===== src/rtl/cordic_arbiter.sv =====
// Round-robin arbiter sharing one pipelined vectoring CORDIC core between N_REQ requesters.
// Optional watchdog flush of lost operations when CORDIC_ARB_TIMEOUT_EN is defined.
module cordic_arbiter #(
  parameter int N_REQ          = 4,
  parameter int DATA_WIDTH     = 32,
  parameter int TIMEOUT_CYCLES = 64
) (
  input  logic                            clk_in,
  input  logic                            rst_n_in,
  input  logic [N_REQ-1:0]                req_valid_in,
  input  logic [N_REQ*DATA_WIDTH-1:0]     req_data_in,
  output logic [N_REQ-1:0]                req_ready_out,
  output logic [N_REQ*DATA_WIDTH/2-1:0]   res_angle_out,
  output logic [N_REQ-1:0]                res_valid_out,
  input  logic [N_REQ-1:0]                res_ready_in,
  output logic [DATA_WIDTH-1:0]           cordic_tdata_out,
  output logic                            cordic_tvalid_out,
  input  logic                            cordic_tready_in,
  input  logic [DATA_WIDTH-1:0]           cordic_dout_in,
  input  logic                            cordic_dout_valid_in,
  output logic                            err_out
);

  localparam int unsigned N     = N_REQ;
  localparam int          TAG_W = (N_REQ > 1) ? $clog2(N_REQ) : 1;
  localparam int          CNT_W = $clog2(N_REQ + 1);
  localparam int          HW    = DATA_WIDTH / 2;
  localparam logic [TAG_W-1:0] LAST = TAG_W'(N_REQ - 1);

  typedef enum logic [1:0] {IDLE, INFLIGHT, DONE} slot_state_t;

  slot_state_t      slot_q [N_REQ];
  slot_state_t      slot_d [N_REQ];
  logic [HW-1:0]    angle_q [N_REQ];
  logic [TAG_W-1:0] fifo_q [N_REQ];

  logic [TAG_W-1:0] rr_q, lock_slot_q, rd_ptr_q, wr_ptr_q;
  logic [TAG_W-1:0] pick, grant, pop_tag;
  logic [CNT_W-1:0] count_q;
  logic [N_REQ-1:0] eligible;
  logic             lock_q, lock_hold, lock_drop, found, grant_vld;
  logic             hs, pop, dout_orphan, flush, err_q;
  logic             dout_unused;

  assign dout_unused = ^cordic_dout_in[HW-1:0];

  function automatic logic [TAG_W-1:0] ptr_inc(input logic [TAG_W-1:0] p);
    return (p == LAST) ? '0 : p + 1'b1;
  endfunction

  always_comb begin
    for (int unsigned i = 0; i < N; i++)
      eligible[i] = (slot_q[i] == IDLE) && req_valid_in[i];
  end

  // A slot stalled by tready stays granted even if a higher-priority slot turns eligible.
  always_comb begin
    int unsigned idx;
    idx   = 0;
    found = 1'b0;
    pick  = '0;
    for (int unsigned k = 0; k < N; k++) begin
      idx = (32'(rr_q) + k) % N;
      if (!found && eligible[idx[TAG_W-1:0]]) begin
        found = 1'b1;
        pick  = idx[TAG_W-1:0];
      end
    end
    lock_hold = lock_q && req_valid_in[lock_slot_q];
    lock_drop = lock_q && !req_valid_in[lock_slot_q];
    grant     = lock_hold ? lock_slot_q : pick;
    grant_vld = rst_n_in && (lock_hold || found);
  end

  always_comb begin
    cordic_tvalid_out = grant_vld;
    hs                = grant_vld && cordic_tready_in;
    cordic_tdata_out  = '0;
    req_ready_out     = '0;
    for (int unsigned i = 0; i < N; i++)
      if (grant == TAG_W'(i))
        cordic_tdata_out = req_data_in[i*DATA_WIDTH +: DATA_WIDTH];
    if (hs)
      req_ready_out[grant] = 1'b1;
  end

  assign pop         = cordic_dout_valid_in && (count_q != '0);
  assign dout_orphan = cordic_dout_valid_in && (count_q == '0);
  assign pop_tag     = fifo_q[rd_ptr_q];

  always_comb begin
    for (int unsigned i = 0; i < N; i++) begin
      slot_d[i] = slot_q[i];
      unique case (slot_q[i])
        IDLE:     if (hs && grant == TAG_W'(i)) slot_d[i] = INFLIGHT;
        INFLIGHT: begin
          if (flush)                                  slot_d[i] = IDLE;
          else if (pop && pop_tag == TAG_W'(i))       slot_d[i] = DONE;
        end
        DONE:     if (res_ready_in[i]) slot_d[i] = IDLE;
        default:  slot_d[i] = IDLE;
      endcase
    end
  end

  always_ff @(posedge clk_in or negedge rst_n_in) begin
    if (!rst_n_in) begin
      for (int unsigned i = 0; i < N; i++) begin
        slot_q[i]  <= IDLE;
        angle_q[i] <= '0;
        fifo_q[i]  <= '0;
      end
      rr_q        <= '0;
      lock_q      <= 1'b0;
      lock_slot_q <= '0;
      rd_ptr_q    <= '0;
      wr_ptr_q    <= '0;
      count_q     <= '0;
      err_q       <= 1'b0;
    end else begin
      for (int unsigned i = 0; i < N; i++)
        slot_q[i] <= slot_d[i];
      lock_q      <= grant_vld && !cordic_tready_in;
      lock_slot_q <= grant;
      if (hs)
        rr_q <= ptr_inc(grant);
      if (lock_drop || dout_orphan || flush)
        err_q <= 1'b1;
      if (pop)
        angle_q[pop_tag] <= cordic_dout_in[DATA_WIDTH-1:HW];
      // A flush empties the FIFO but must still keep a same-cycle new request.
      if (flush) begin
        rd_ptr_q <= '0;
        wr_ptr_q <= hs ? ptr_inc('0) : '0;
        count_q  <= hs ? CNT_W'(1) : '0;
        if (hs)
          fifo_q[0] <= grant;
      end else begin
        if (hs) begin
          fifo_q[wr_ptr_q] <= grant;
          wr_ptr_q         <= ptr_inc(wr_ptr_q);
        end
        if (pop)
          rd_ptr_q <= ptr_inc(rd_ptr_q);
        if (hs && !pop)
          count_q <= count_q + 1'b1;
        else if (!hs && pop)
          count_q <= count_q - 1'b1;
      end
    end
  end

`ifdef CORDIC_ARB_TIMEOUT_EN
  logic [31:0] tcnt_q;

  always_ff @(posedge clk_in or negedge rst_n_in) begin
    if (!rst_n_in)
      tcnt_q <= '0;
    else if (pop || flush || count_q == '0)
      tcnt_q <= '0;
    else
      tcnt_q <= tcnt_q + 1'b1;
  end

  assign flush = (count_q != '0) && !pop && (tcnt_q == 32'(TIMEOUT_CYCLES - 1));
`else
  logic timeout_unused;
  assign timeout_unused = (TIMEOUT_CYCLES != 0);
  assign flush          = 1'b0;
`endif

  always_comb begin
    for (int unsigned i = 0; i < N; i++) begin
      res_valid_out[i]             = (slot_q[i] == DONE);
      res_angle_out[i*HW +: HW]    = angle_q[i];
    end
  end

  assign err_out = err_q;

endmodule


===== config.mk =====
export PLATFORM = sky130hd
export DESIGN_NAME = cordic_arbiter
export DESIGN_NICKNAME = d
export VERILOG_FILES = /design/src/rtl/cordic_arbiter.sv
export SDC_FILE = /design/constraint.sdc
export NUM_CORES = 1
export LEC_CHECK = 0
export ABC_AREA = 1
export CORE_MARGIN = 1.5
export CORE_UTILIZATION = 43
export CTS_BUF_LIST = sky130_fd_sc_hd__clkbuf_16
export CTS_CLUSTER_DIAMETER = 50
export DETAILED_ROUTE_END_ITERATION = 10
export PLACE_DENSITY = 0.88
export SYNTH_ARGS = -nofsm -noshare
export SYNTH_HDL_FRONTEND = slang
export SYNTH_SLANG_ARGS = --single-unit

===== constraint.sdc =====
create_clock -name clk_in -period 4.2 [get_ports clk_in]
set_input_delay 0.42 -clock clk_in [delete_from_list [all_inputs] [get_ports clk_in]]
set_output_delay 0.42 -clock clk_in [all_outputs]
set_load 0.02 [all_outputs]

==> impl_metrics.env <==
export IMPL_outcome="complete, but fails checks"
export IMPL_failed_checks="design-rule violations"
export IMPL_power_density_mw_per_mm2=1140
export IMPL_die_height_um=112
export IMPL_cp_max_fo=32
export IMPL_drive_above_1_share_pct=8.02
export IMPL_synth_cell_types=36
export IMPL_cts_buffer_depth=2
export IMPL_r2r_end="count_q[2]"
export IMPL_setup_violations=0
export IMPL_io_pin_count=278
export IMPL_synth_ff_type="dfrtp_1"
export IMPL_syn_area_mm2=0.00511
export IMPL_cts_max_level=3
export IMPL_gp_congestion=0.942
export IMPL_syn2layout_area_growth_pct=61.6
export IMPL_reg2reg_from="slot_q[4]"
export IMPL_worstSetupPathType="reg2out"
export IMPL_async_flop_share_pct=100
export IMPL_dp_cells=1000
export IMPL_cts_tree="built"
export IMPL_min_period_over_period_pct=94.6
export IMPL_numCtsBuffers=9
export IMPL_grt_pass1_wl_um=29200
export IMPL_wire_per_inst_um=18.1
export IMPL_synth_seq_cells=93
export IMPL_fmax_mhz=252
export IMPL_cts_root_buf="clkbuf_16"
export IMPL_die_w_um=112
export IMPL_rr_worst_depth=14
export IMPL_syn_nets=801
export IMPL_max_slew_margin_pct=28.1
export IMPL_timing_hold_ws_ns=0.0215
export IMPL_first_pass_iters=9
export IMPL_leakage_uw=0.00381
export IMPL_ant_nets=0
export IMPL_critical_path_startpoint_type="flip-flop"
export IMPL_final_cells=1020
export IMPL_drv_slew=0
export IMPL_synth_edf_count=0
export IMPL_min_path_type="in2async"
export IMPL_clock_skew_ns=0.00324
export IMPL_fillers=870
export IMPL_max_stage_delay_ns=0.66
export IMPL_layout_nets=1051
export IMPL_cp_slowest_cell="clkdlybuf4s50_1"
export IMPL_antenna_found_initial=4
export IMPL_ir_drop_mv=1.10
export IMPL_clock_sinks=93
export IMPL_tightest_slew_ns=1.08
export IMPL_cap_violations=0
export IMPL_grt_pass1_vias=5521
export IMPL_grt_max_degree=66
export IMPL_drt_iter0_markers=454
export IMPL_power_uw=9380
export IMPL_period_minus_slack_ns=3.97
export IMPL_end_kind="output pin"
export IMPL_reg2reg_slack_ns=1.14
export IMPL_synth_area_per_cell_um2=8.27
export IMPL_dpl_hpwl_um=14000
export IMPL_vias=5570
export IMPL_initial_core_util_pct=44.4
export IMPL_cp_arrival_ns=3.55
export IMPL_worstPathCellList="nor2_2 > nand3_1 > nand2_1 > nand2_1 > nand2_2 > nand3_1 > nand2_1 > nand2_1 > a21oi_2 > inv_1 > ha_1 > nor2_2 > buf_12 > a221oi_1 > o31ai_1 > clkdlybuf4s50_1"
export IMPL_rows=39
export IMPL_crit_end="cordic_tdata_out[21]"
export IMPL_cp_startpoint="slot_q[4]"
export IMPL_portBuffers=261
export IMPL_overflow=0
export IMPL_drc_errors=13
export IMPL_die_area_mm2=0.0125
export IMPL_clk_pin_slew_ns=0.07
export IMPL_grt_usage_pct=29.9
export IMPL_seq_area_frac_synth_pct=45.5
export IMPL_post_cts_repair_setup_buffers=0
export IMPL_critPathRequiredTime_ns=3.78
export IMPL_viasPerCell=5.46
export IMPL_crit_top_cell="nand2_1"
export IMPL_syn_instance_count=618
export IMPL_wirelength_um=18500
export IMPL_clk_latency_ns=0.34
export IMPL_hold_viol=0
export IMPL_yosys_warnings=0
export IMPL_core_area_mm2=0.0115
-- registers in the layout (all words and copies together), names as in the netlist --
signal,count
res_angle_out,64
fifo_q,8
slot_q,8
count_q,3
lock_slot_q,2
rd_ptr_q,2
rr_q,2
wr_ptr_q,2
err_out,1
lock_q,1
-- timing repair --
item / 4_1_cts / 5_1_grt
endpoints found under the hold margin: 0 / 0
gates resized for setup: 0 / 22
endpoints found under the setup margin: 0 / 29
hold buffers: 0 / 0
-- final cells by class --
type / instances / area (um^2) / area share [%]
Tap cell: 143 / 179 / 2.17
Clock inverter: 7 / 75.1 / 0.909
Antenna cell: 4 / 10.0 / 0.121
Clock buffer: 9 / 225 / 2.73
Multi-Input combinational cell: 442 / 2440 / 29.6
Sequential cell: 93 / 2330 / 28.2
Timing Repair Buffer: 274 / 2810 / 34.0
Inverter: 48 / 185 / 2.24
-- cells in the final DEF, fill, tap and decap left out, types with 2 or more instances in the layout --
master and n:
a21oi_1 5, a221oi_1 32, buf_12 4, buf_4 10, clkbuf_16 9, clkdlybuf4s50_1 239
dfrtp_1 92, diode_2 4, dlymetal6s2s_1 21, ha_1 9, inv_1 45, inv_2 3
inv_6 2, nand2_1 171, nand2_2 7, nand2_4 2, nand3_1 21, nand3_2 5
nand3_4 2, nand4_1 7, nor2_1 47, nor2_2 5, nor2_4 9, o21ai_0 69
o21ai_1 3, o31ai_1 34, xnor2_1 2
-- worst min-delay path by stage --
stage / slack [ns] / cells past startpoint / end / start
2_1_floorplan: 0.12 / 0 / count_q[0] / rst_n_in
3_3_place_gp: 0.39 / 1 / res_angle_out[33] / rst_n_in
3_5_place_dp: 0.40 / 1 / res_angle_out[33] / rst_n_in
4_1_cts: 0.03 / 1 / res_angle_out[33] / rst_n_in
5_1_grt: 0.05 / 1 / res_angle_out[33] / rst_n_in
6_report: 0.02 / 1 / res_angle_out[33] / rst_n_in
-- worst max-delay path, delay by kind of cell (launching register included) --
| family | cells | cell delay (ns) |
|---|---|---|
| flops | 1 | 0.42 |
| fa+ha+maj | 1 | 0.25 |
| buf+inv | 3 | 0.94 |
| compound gates | 3 | 0.49 |
| simple gates | 9 | 1.10 |
-- synth_stat cells (all sizes together) (2+ instances only) --
| master | number | area share (%) |
|---|---|---|
| nor2 | 61 | 6.0 |
| xnor2 | 2 | 0.34 |
| a21oi | 6 | 0.66 |
| o31ai | 35 | 5.4 |
| nand3 | 28 | 3.7 |
| nand2 | 180 | 14 |
| a221oi | 32 | 5.5 |
| buf | 6 | 1.0 |
| nand4 | 7 | 0.86 |
| ha | 10 | 2.4 |
| o21ai | 73 | 7.2 |
| inv | 48 | 3.6 |
| clkbuf | 29 | 2.1 |
| dfrtp | 93 | 46 |
-- where the power goes --
| part | switching [uW] | total, uW | leakage [uW] | internal (uW) |
|---|---|---|---|---|
| clock network | 362 | 828 | 0.000149 | 466 |
| logic | 3970 | 6970 | 0.00249 | 3010 |
| registers | 281 | 1580 | 0.00117 | 1300 |
-- metrics by stage --
stage          setup TNS, ns  instance area [um^2]  setup slack, ns  util [%]
6_report                   0                  8260            0.228      71.7
5_1_grt             -0.00579                  8260         -0.00355      71.7
4_1_cts                    0                  8190            0.127      71.1
3_5_place_dp               0                  7890            0.235      68.5
3_3_place_gp               0                  7890            0.264      68.5
2_1_floorplan              0                  5110            0.817         -
-- cell families (layout without fill, tap and decap cells) --
logic type | count (synthesis) | in the layout | synth area share, %
compound gates | 150 | 150 | 19.6
other cells | 0 | 4 | 0
simple gates | 278 | 278 | 24.7
xor+xnor | 2 | 2 | 0.343
flops | 93 | 93 | 45.5
mux | 1 | 1 | 0.220
fa+ha+maj | 11 | 11 | 2.84
buf+inv | 83 | 338 | 6.76
-- layer usage --
| layer | part of all wire, % | wire length, um | GRT usage, % | vias to the layer above |
|---|---|---|---|---|
| met3 | 7.0 | 1290 | 6.26 | 47 |
| li1 | - | - | - | 2605 |
| met5 | 0 | 0 | 0 | - |
| met1 | 39 | 7130 | 34.9 | 2641 |
| met4 | 4.2 | 786 | 13.5 | 0 |
| met2 | 50 | 9290 | 53.1 | 277 |
No activity file was read; power rests on OpenSTA's default activity.
